<file path="config.mk">
export PLATFORM = sky130hd
export DESIGN_NAME = data_mem_ctrl
export DESIGN_NICKNAME = d
export VERILOG_FILES = /design/src/rtl/data_mem_ctrl.sv
export SDC_FILE = /design/constraint.sdc
export NUM_CORES = 2
export LEC_CHECK = 0
export CAP_MARGIN = 20
export CORE_MARGIN = 4
export CORE_UTILIZATION = 60
export DETAILED_ROUTE_END_ITERATION = 7
export DONT_BUFFER_PORTS = 1
export GPL_TIMING_DRIVEN = 0
export MAX_ROUTING_LAYER = met4
export PLACE_DENSITY = 0.76
export SYNTH_ARGS = -nofsm -noshare
export SYNTH_HDL_FRONTEND = slang
export SYNTH_SLANG_ARGS = --single-unit
export TNS_END_PERCENT = 30
</file>
<file path="constraint.sdc">
create_clock -name clk -period 10.65 [get_ports clk]
set_input_delay 2.13 -clock clk [delete_from_list [all_inputs] [get_ports clk]]
set_output_delay 2.13 -clock clk [all_outputs]
set_load 0.01 [all_outputs]
</file>
<file path="src/rtl/data_mem_ctrl.sv">
// Parametrised data memory with registered read, write-first forwarding,
// post-reset clear sweep and out-of-range address detection.
module data_mem_ctrl #(
    parameter int DATA_W = 8,
    parameter int ADDR_W = 8,
    parameter int DEPTH  = 256
) (
    input  logic              clk,
    input  logic              reset,
    input  logic              mem_read,
    input  logic              mem_write,
    input  logic [ADDR_W-1:0] address_in,
    input  logic [DATA_W-1:0] aluout_in,
    output logic [DATA_W-1:0] memtoreg_out,
    output logic              rd_valid,
    output logic              busy,
    output logic              addr_err
);

    localparam int IDX_W = (DEPTH > 1) ? $clog2(DEPTH) : 1;
    localparam logic [ADDR_W:0] LIMIT = (ADDR_W + 1)'(DEPTH);
    localparam logic [ADDR_W:0] LAST  = (ADDR_W + 1)'(DEPTH - 1);

    typedef enum logic {
        CLEAR,
        IDLE
    } state_e;

    state_e state_q, state_d;
    logic [ADDR_W:0] clr_ptr_q, clr_ptr_d;
    logic [DATA_W-1:0] memtoreg_q, memtoreg_d;
    logic rd_valid_q, rd_valid_d;
    logic addr_err_q, addr_err_d;

    logic [DATA_W-1:0] mem [DEPTH];

    logic              in_range;
    logic              we;
    logic [IDX_W-1:0]  waddr;
    logic [IDX_W-1:0]  raddr;
    logic [DATA_W-1:0] wdata;

    assign in_range = {1'b0, address_in} < LIMIT;
    assign raddr    = IDX_W'(address_in);

    always_ff @(posedge clk) begin
        if (reset) begin
            state_q   <= CLEAR;
            clr_ptr_q <= '0;
        end else begin
            state_q   <= state_d;
            clr_ptr_q <= clr_ptr_d;
        end
    end

    always_comb begin
        state_d   = state_q;
        clr_ptr_d = clr_ptr_q;
        unique case (state_q)
            CLEAR: begin
                clr_ptr_d = clr_ptr_q + 1'b1;
                if (clr_ptr_q == LAST) state_d = IDLE;
            end
            IDLE: state_d = IDLE;
            default: state_d = CLEAR;
        endcase
    end

    // The sweep owns the single write port; requests are dropped until IDLE.
    always_comb begin
        we         = 1'b0;
        waddr      = IDX_W'(clr_ptr_q);
        wdata      = '0;
        rd_valid_d = 1'b0;
        addr_err_d = 1'b0;
        memtoreg_d = memtoreg_q;
        unique case (state_q)
            CLEAR: we = ~reset;
            IDLE: begin
                we         = mem_write & in_range & ~reset;
                waddr      = raddr;
                wdata      = aluout_in;
                addr_err_d = (mem_read | mem_write) & ~in_range;
                if (mem_read) begin
                    rd_valid_d = 1'b1;
                    if (!in_range)     memtoreg_d = '0;
                    else if (mem_write) memtoreg_d = aluout_in;
                    else               memtoreg_d = mem[raddr];
                end
            end
            default: we = 1'b0;
        endcase
    end

    always_ff @(posedge clk) begin
        if (we) mem[waddr] <= wdata;
    end

    always_ff @(posedge clk) begin
        if (reset) begin
            memtoreg_q <= '0;
            rd_valid_q <= 1'b0;
            addr_err_q <= 1'b0;
        end else begin
            memtoreg_q <= memtoreg_d;
            rd_valid_q <= rd_valid_d;
            addr_err_q <= addr_err_d;
        end
    end

    assign memtoreg_out = memtoreg_q;
    assign rd_valid     = rd_valid_q;
    assign addr_err     = addr_err_q;
    assign busy         = (state_q == CLEAR);

endmodule

</file>
==> results.yml <==
finish:
  n_fill_cell: 7970
  fin_util_pct: 67.8
  area_growth_pct: 11.9
  final_common_cell: "edfxtp_1"
  drive_above_1_share_pct: 23.0
  most-common-layout-cells: "edfxtp_1 (2048), mux4_2 (480), nor2_1 (308)"
  layout.nets: 4191
critical_path:
  arrival_ns: 7.83
  cp-start-kind: "primary input"
  rrSetupSlack_ns: 5.27
  path_max_fanout: 10
  end_kind: "flip-flop"
  cp.required_ns: 11.09
  crit_type: "in -> reg"
drt:
  drtPass1Iterations: 8
  routed_via_density: 7.60
  drc: 7
  drt_iter0_markers: 10900
  ant_nets: 0
  avgRoutedWirePerCell_um: 45.0
  routed_wl_um: 276000
  vias: 46600
hold_path:
  hold_class: "reg -> reg"
sta:
  skew_ns: 0.0387
  hold_violations: 0
  worst_pin_slew_ns: 1.35
  hold_slack_ns: 0.514
  period_needed_ns: 7.38
  rsz0062_at_grt: "false"
  relSlewSlack_pct: 9.81
  max_freq_mhz: 135
  drv_slew: 0
  setup_viol: 0
  period_share_pct: 69.3
  setup_slack_ns: 3.27
clocking:
  htree_levels: 4
  cts_tree: "built"
  cts_setup_buffers: 0
  hold_buffers: 0
  cts_made_buffers: 195
  cts-root-buf: "clkbuf_16"
  cts.clk_slew.worst_paths_ns: 0.07
  post_cts_resized: 0
  clk_latency_ns: 0.84
  cts.sink_count: 2067
  cts.path.max_buffers: 3
grt:
  grt_overflow: 0
  antenna_found_initial: 24
  grt_first_pass_wirelength_um: 372000
  grt_max_degree: 102
  grt_pass1_vias: 44100
  globalRouteTotalUtil_pct: 40.6
pwr:
  p_int_mw: 12.8
  power_density_mw_per_mm2: 181
  p_seq_share_pct: 53.7
  power_frac_comb_pct: 5.2
  total_power_mw: 16.4
  power_switching_mw: 3.64
  p_sw_share_pct: 22.2
  p_clk_share_pct: 41.2
  irDropWorstVdd_v: 0.000161
  power.static_leakage_nw: 30.0
die:
  dieArea_mm2: 0.141
  rows: 134
  fp.dieW_um: 376
  fp.dieH_um: 376
  top_level_ports: 31
  coreArea_mm2: 0.134
  initial_core_util_pct: 60.6
logic_synthesis:
  yosys_most_used_dff: "edfxtp_1"
  synthesis.area_mm2: 0.0810
  syn-instance-count: 3899
  yosysWarnings: 0
  ys_types: 73
  synth_edf_count: 2048
  syn_area_per_cell_um2: 20.8
  yosysSeqAreaShare_pct: 76.4
  synth_fp_nets: 3921
  async_flop_share_pct: 0
  synth_seq_cells: 2067
run_status:
  status: "finished with violations"
  violations: "design-rule violations"
placed_design:
  hpwl_um: 181000
  dp_slack_ns: 2.98
  io_buffers: 0
  gp_congestion: 1.11
job:
  maxCapViolCount: 0
[synth_stat cells (8+ instances only)]
master | instances | area, um2
edfxtp_1 | 2048 | 61500
mux4_2 | 480 | 10800
nor2_1 | 309 | 1160
mux2i_1 | 170 | 1700
clkbuf_1 | 96 | 360
nand2_1 | 77 | 289
a22oi_1 | 72 | 541
buf_2 | 58 | 290
nand3_1 | 47 | 235
buf_4 | 41 | 308
a21oi_1 | 35 | 175
nor2b_1 | 32 | 200
o22ai_1 | 29 | 181
nor3_1 | 24 | 120
mux2_2 | 23 | 259
a211oi_1 | 21 | 158
buf_1 | 20 | 75.1
and2_1 | 19 | 119
buf_6 | 19 | 214
dfxtp_1 | 19 | 380
nand4_1 | 18 | 113
o21ai_0 | 18 | 90.1
o211ai_1 | 16 | 120
o2111ai_1 | 14 | 123
a22o_1 | 12 | 105
xnor2_1 | 12 | 105
a2111oi_0 | 11 | 96.3
o221ai_1 | 11 | 96.3
nand2b_1 | 10 | 62.6
or3_1 | 10 | 62.6
inv_1 | 9 | 33.8
and3_1 | 8 | 50.1
[power groups by stage]
stage                     combinational [mW]  clock (mW)  sequential, mW
after floorplan                        0.411           0            8.98
after global placement                 0.760           0            8.98
after detailed placement               0.778           0            8.98
after CTS                              0.785        6.71            8.81
after global routing                   0.823        7.08            8.80
final                                  0.847        6.76            8.81
[routing by layer]
layer | global-route usage, % | vias up | part of all wire [%]
met5 | - | - | 0
met4 | 22.0 | 0 | 7.1
li1 | - | 16800 | -
met2 | 54.2 | 5225 | 42
met3 | 20.5 | 1049 | 19
met1 | 50.8 | 23500 | 32
[kinds of logic (layout without fill, tap and decap cells)]
logic type | Yosys count | count (layout) | share of synthesized area (%)
AND/OR/NAND/NOR | 598 | 598 | 3.41
other | 1 | 26 | 0.00463
buffers and inverters | 243 | 676 | 1.58
XOR/XNOR | 15 | 15 | 0.162
flip-flops | 2067 | 2067 | 76.4
multiplexers | 673 | 673 | 15.8
adder cells (fa/ha/maj) | 2 | 2 | 0.0309
AO/OA/AOI/OAI | 300 | 300 | 2.70
[stage by stage]
step	instance area [um2]	cells	TNS [ns]
after floorplan	81000	3899	0
after global placement	83300	5667	-1339.14
after detailed placement	84500	5733	0
after CTS	90600	6093	0
after global routing	90700	6119	0
final	90700	6125	0
[registers in the layout, indices dropped and copies added, names as in the netlist]
name          flops
mem            2048
rd_valid          1
state_q           1
clr_ptr_q         9
memtoreg_out      8
[critical path, stage by stage]
cell	delay [ns]
buf_4	0.19
buf_2	0.49
buf_2	0.59
buf_2	0.67
buf_2	0.64
nor2_1	0.30
nand2_1	0.15
o31ai_1	0.23
nand3_1	0.73
clkbuf_1	1.05
nor2_1	0.56
[path summary, 6_finish.rpt]
kind                   to  cells past startpoint          start
max reg2reg   mem[241][2]                      7        state_q
min          clr_ptr_q[8]                      2   clr_ptr_q[8]
min reg2reg  clr_ptr_q[8]                      2   clr_ptr_q[8]
max           mem[130][4]                     11  address_in[2]
[cell type report]
cell class | instances | area, um2 | area share (%)
clock inverter | 127 | 1010 | 1.11
buffer | 234 | 1260 | 1.39
inverter | 9 | 33.8 | 0.0372
timing repair buffer | 73 | 1260 | 1.39
clock buffer | 233 | 5060 | 5.58
multi-input combinational | 1589 | 17900 | 19.8
sequential | 2067 | 61900 | 68.2
tap | 1768 | 2210 | 2.44
antenna | 25 | 62.6 | 0.0690
(Power assumes the default switching activity.)
